## src/rtl/uart_rom_loader.sv

```systemverilog
// uart_rom_loader: parses a framed program image from UART bytes into ROM writes while holding the CPU in reset
module uart_rom_loader #(
    parameter int         ROM_DEPTH      = 4096,
    parameter int         TIMEOUT_CYCLES = 10000000,
    parameter logic [7:0] HEADER         = 8'hAA
) (
    input  logic        CLK_100MHz,
    input  logic        RESET_N,
    input  logic [7:0]  RX_DATA,
    input  logic        RX_VALID,
    output logic        ROM_WE,
    output logic [15:0] ROM_ADDR,
    output logic [15:0] ROM_DATA,
    output logic        CPU_HOLD,
    output logic        LOAD_DONE,
    output logic        LOAD_ERR
);
    localparam int GW = $clog2(TIMEOUT_CYCLES + 1);
    localparam logic [16:0] MAX_COUNT = 17'(ROM_DEPTH);

    typedef enum logic [2:0] {IDLE, CNT_HI, CNT_LO, DATA_HI, DATA_LO, CHECK, DONE, ERROR} state_t;

    state_t state, state_next;
    logic [7:0] cnt_hi, data_hi, chk;
    logic [15:0] remaining, wr_ptr, frame_count;
    logic [GW-1:0] gap;
    logic active, timeout, header_ok;

    assign frame_count = {cnt_hi, RX_DATA};
    assign active = state == CNT_HI || state == CNT_LO || state == DATA_HI || state == DATA_LO || state == CHECK;
    // A byte arriving on the limit cycle wins because timeout requires RX_VALID low.
    assign timeout = active && !RX_VALID && gap == GW'(TIMEOUT_CYCLES - 1);
    assign header_ok = state == IDLE && RX_VALID && RX_DATA == HEADER;
    assign CPU_HOLD = state != IDLE;
    assign LOAD_DONE = state == DONE;

    // State register.
    always_ff @(posedge CLK_100MHz or negedge RESET_N) begin
        if (!RESET_N) state <= IDLE;
        else state <= state_next;
    end

    // Next-state decode: one byte advances one field; a stalled stream times out to ERROR.
    always_comb begin
        state_next = state;
        case (state)
            IDLE:    if (header_ok) state_next = CNT_HI;
            CNT_HI:  if (RX_VALID) state_next = CNT_LO;
            CNT_LO:  if (RX_VALID) state_next = {1'b0, frame_count} > MAX_COUNT ? ERROR :
                                                frame_count == 16'd0 ? CHECK : DATA_HI;
            DATA_HI: if (RX_VALID) state_next = DATA_LO;
            DATA_LO: if (RX_VALID) state_next = remaining == 16'd1 ? CHECK : DATA_HI;
            CHECK:   if (RX_VALID) state_next = RX_DATA == chk ? DONE : ERROR;
            default: state_next = IDLE;
        endcase
        if (timeout) state_next = ERROR;
    end

    // Datapath: count/data latching, checksum, ROM write strobe, gap counter and sticky error.
    always_ff @(posedge CLK_100MHz or negedge RESET_N) begin
        if (!RESET_N) begin
            ROM_WE    <= 1'b0;
            ROM_ADDR  <= '0;
            ROM_DATA  <= '0;
            LOAD_ERR  <= 1'b0;
            cnt_hi    <= '0;
            data_hi   <= '0;
            chk       <= '0;
            remaining <= '0;
            wr_ptr    <= '0;
            gap       <= '0;
        end else begin
            ROM_WE <= 1'b0;
            gap <= (!active || RX_VALID) ? '0 : gap + 1'b1;
            if (header_ok) begin
                wr_ptr   <= '0;
                chk      <= '0;
                LOAD_ERR <= 1'b0;
            end
            if (state_next == ERROR && state != ERROR) LOAD_ERR <= 1'b1;
            if (RX_VALID) begin
                case (state)
                    CNT_HI:  cnt_hi <= RX_DATA;
                    CNT_LO:  remaining <= frame_count;
                    DATA_HI: begin
                        data_hi <= RX_DATA;
                        chk     <= chk + RX_DATA;
                    end
                    DATA_LO: begin
                        ROM_WE    <= 1'b1;
                        ROM_ADDR  <= wr_ptr;
                        ROM_DATA  <= {data_hi, RX_DATA};
                        wr_ptr    <= wr_ptr + 16'd1;
                        remaining <= remaining - 16'd1;
                        chk       <= chk + RX_DATA;
                    end
                    default: ;
                endcase
            end
        end
    end
endmodule

```

## config.mk

```make
export PLATFORM = sky130hd
export DESIGN_NAME = uart_rom_loader
export DESIGN_NICKNAME = d
export VERILOG_FILES = /design/src/rtl/uart_rom_loader.sv
export SDC_FILE = /design/constraint.sdc
export NUM_CORES = 1
export LEC_CHECK = 0
export CAP_MARGIN = 20
export CORE_UTILIZATION = 45
export CTS_BUF_LIST = sky130_fd_sc_hd__clkbuf_8
export DETAILED_ROUTE_END_ITERATION = 10
export MAX_ROUTING_LAYER = met4
export PLACE_DENSITY = 0.7
export SYNTH_ARGS = -nofsm -noshare
export SYNTH_HDL_FRONTEND = slang
export SYNTH_SLANG_ARGS = --single-unit
```

## constraint.sdc

```tcl
create_clock -name CLK_100MHz -period 2.6 [get_ports CLK_100MHz]
set_clock_uncertainty 0.15 [all_clocks]
set_input_delay 0.52 -clock CLK_100MHz [delete_from_list [all_inputs] [get_ports CLK_100MHz]]
set_output_delay 0.52 -clock CLK_100MHz [all_outputs]
set_load 0.02 [all_outputs]
```

==> results.tsv <==
stage	metric	value	unit
clocking	clock_latency	440	ps
routing	met3_length	596	µm
routing	route.detailed.drc	0	
power	power_density	968	mW/mm²
sta	max_freq	0.394	GHz
clocking	cts_tree	done	
synthesis	synth_common_cells	nand2_1 (137), dfrtp_1 (117), nor2_1 (63)	
clocking	clk_pin_slew	70	ps
placement	dpl.hpwl	9.50	mm
setup_path	cp_slowest_cell	or4_1	
routing	drt-met1-wl	5.99	mm
sta	hold_ws	312	ps
clocking	root_buffer	clkbuf_8	
run	drv_cap	0	
sta	tightest_slew	532	ps
synthesis	ys_seq_area_share	51.2	%
hold_path	min-delay-start	data_hi[7]$_DFFE_PN0P_	
setup_path	worstPathCellList	or4_1 -> or3_1 -> or3_4 -> nor3_2 -> a31oi_1 -> o22a_1	
die	fp.dieH	115	µm
routing	num_vias	4752	
clocking	clockBufferDepth	2	
synthesis	yosysUniqueCellTypes	56	
routing	postRouteAntennaNets	0	
global_routing	grt_overflow	0	
setup_path	worstSetupEndpointType	flip-flop	
placement	gp_congestion	0.892	
routing	wl_met2	6.33	mm
hold_path	whs_path_depth	2	
setup_path	reg2regPathDepth	6	
setup_path	arrival	2700	ps
setup_path	cp_num_buf_inv	0	
sta	setup_tns	0	ps
cells_and_area	final_nets	722	
sta	finalCritPeriodShare	97.6	%
setup_path	required	2770	ps
global_routing	antenna_found_initial	0	
die	io_pins	47	
synthesis	synth_top_flop_cell	dfrtp_1	
setup_path	rrSetupSlack	60	ps
setup_path	cp_slowest_stage_delay	580	ps
synthesis	synth_most_common_cell	nand2_1	
power	power_switching	2440	µW
global_routing	grtUsageTotal	23.2	%
cells_and_area	multi_input_area	0.00265	mm²
clocking	cts_buffers	17	
setup_path	r2r-end	remaining[15]$_DFFE_PN0P_	
global_routing	grt_start_max_net_pins	52	
die	core	0.0122	mm²
cells_and_area	final_area	0.00709	mm²
synthesis	syn_area	0.00572	mm²
sta	layout_min_cycle_time	2540	ps
setup_path	critPathMaxFanout	5	
sta	rsz0062_at_grt	no	
global_routing	grt_pass1_vias	4675	
placement	numPortBuffers	46	
sta	hold_viol_final	0	
routing	routed_wl	13.4	mm
sta	slew_violations	0	
routing	routedWlPerCell	15.2	µm
global_routing	grt_pass1_wl	22.5	mm
placement	place_area	0.00669	mm²
synthesis	synth_warnings	0	
setup_path	crit_family	simple AND/OR/NAND/NOR gates	
status	status	finished clean	
routing	drtPass1Iterations	5	
clocking	cts.sinks	117	
power	clockPowerShare	23.6	%
die	dieArea	0.0132	mm²
power	internal_power	4420	µW
setup_path	crit_type	reg2reg	
cells_and_area	regArea	0.00293	mm²
sta	setup_violations	0	
setup_path	critPathLaunchType	flip-flop	
clocking	htreeDepth	4	
hold_path	min_path_type	reg2reg	
cells_and_area	fillers	1092	
synthesis	ys_ff_latch	117	
cells_and_area	num_antenna_cells	0	
power	p_seq_share	40.5	%
sta	max_slew_margin	64.4	%
synthesis	synth_nets	631	
routing	drt-initial-drc-count	348	
cells_and_area	syn2layout_area_growth	23.9	%
routing	viasPerCell	5.41	
power	combPwrFrac	35.9	%
synthesis	avgSynthCellArea	9.40	µm²
synthesis	synth_edf_count	0	
routing	maxUsedRoutingLayer	met4	
power	p_sw_share	35.6	%
power	max-vdd-ir-drop	0.000619	V
die	start_util	46.8	%
synthesis	yosysTopAreaCellShare	51.2	%
synthesis	synthArstFlopShare	100	%
hold_path	min_to	ROM_DATA[15]$_DFFE_PN0P_	
synthesis	synth_area_leaders	dfrtp_1 (51%), nand2_1 (9.0%), nor2_1 (4.1%)	
synthesis	synth_area_leader_cell	dfrtp_1	
die	core.rowCount	40	
synthesis	synthCells	608	
clocking	postCtsSetupBuffers	0	
cells_and_area	drive_gt1_share	14.3	%
power	leakagePower	0.00325	µW
setup_path	rr_startpoint	remaining[8]$_DFFE_PN0P_	
die	die_w	115	µm
metrics by stage:
stage               utilization, %  setup WS, ps  std cells  power [µW]
floorplan                        -           191        608        4270
global placement              54.8          -223        847        5170
detailed placement            54.8          -242        847        5250
CTS                           58.0          29.4        879        6900
global route                  58.0          2.93        879        7320
finish                        58.0          61.7        879        6860
flip-flops by register name, indices dropped and copies added (netlist names), 8 cells and up:
name       flops
remaining     16
ROM_DATA      16
data_hi        8
gap           24
wr_ptr        16
ROM_ADDR      16
chk            8
cnt_hi         8
worst max path at each step:
stage | startpoint | to | slack [ps] | depth (start not counted)
6_report | remaining[8]$_DFFE_PN0P_ | remaining[15]$_DFFE_PN0P_ | 60 | 6
2_1_floorplan | remaining[8]$_DFFE_PN0P_ | remaining[15]$_DFFE_PN0P_ | 190 | 7
3_5_place_dp | RX_DATA[0] | chk[6]$_DFF_PN0_ | -240 | 10
5_1_grt | remaining[8]$_DFFE_PN0P_ | remaining[15]$_DFFE_PN0P_ | 3 | 6
4_1_cts | state[2]$_DFF_PN0_ | LOAD_DONE | 30 | 3
3_3_place_gp | RX_DATA[0] | chk[6]$_DFF_PN0_ | -220 | 10
worst min-delay path, cell delays in order (launching register included):
cell and delay, ps:
dfrtp_1 340, nand2_1 50, nand2_1 50
cell families (layout without fill, tap and decap cells):
group	count (synthesis)	in the layout	share of synthesized area, %
adders and majority gates	12	12	2.76
muxes	28	28	5.23
and+or+nand+nor	302	302	24.6
buffers and inverters	37	140	2.49
AOI/OAI and AO/OA	82	82	9.17
DFF	117	117	51.2
xor gates and xnor gates	30	30	4.60
power by group through the flow:
| stage | logic [µW] | registers [µW] | clock network (µW) |
|---|---|---|---|
| floorplan | 1400 | 2870 | 0 |
| global placement | 2380 | 2780 | 0 |
| detailed placement | 2450 | 2800 | 0 |
| CTS | 2460 | 2780 | 1670 |
| global route | 2720 | 2850 | 1750 |
| finish | 2460 | 2780 | 1620 |
area by class of cell:
type	instances	share of cell area, %
Timing Repair Buffer	97	12.3
Tap cell	168	2.97
Sequential cell	117	41.3
Clock buffer	17	3.30
Clock inverter	14	2.07
Inverter	12	0.636
Multi-Input combinational cell	454	37.4
placed cells by master (no fill, tap or decap), drive strengths merged, types with 5 or more instances in the layout:
cell and count:
a22o 6, mux2 15, clkbuf 17, or3 7, nand4 13, and3 6
clkdlybuf4s50 43, xnor2 18, a31oi 5, inv 15, nand2 137, nor3 8
ha 11, buf 51, dfrtp 117, nand3 25, o21ai 22, nor4 14
a21oi 21, xor2 12, nor2 63, and2 5, clkinv 6, mux2i 13
metal layers:
layer,vias up,track usage (%)
li1,2291,-
met1,2299,29.0
met2,130,35.3
met3,32,5.77
met4,0,11.2
met5,-,-
timing repair:
| action | CTS | global route |
|---|---|---|
| hold endpoints to repair | 33 | 0 |
| hold buffers | 1 | 0 |
| resized for setup | 1 | 2 |
| setup endpoints to repair | 1 | 2 |
(Power assumes the default switching activity.)
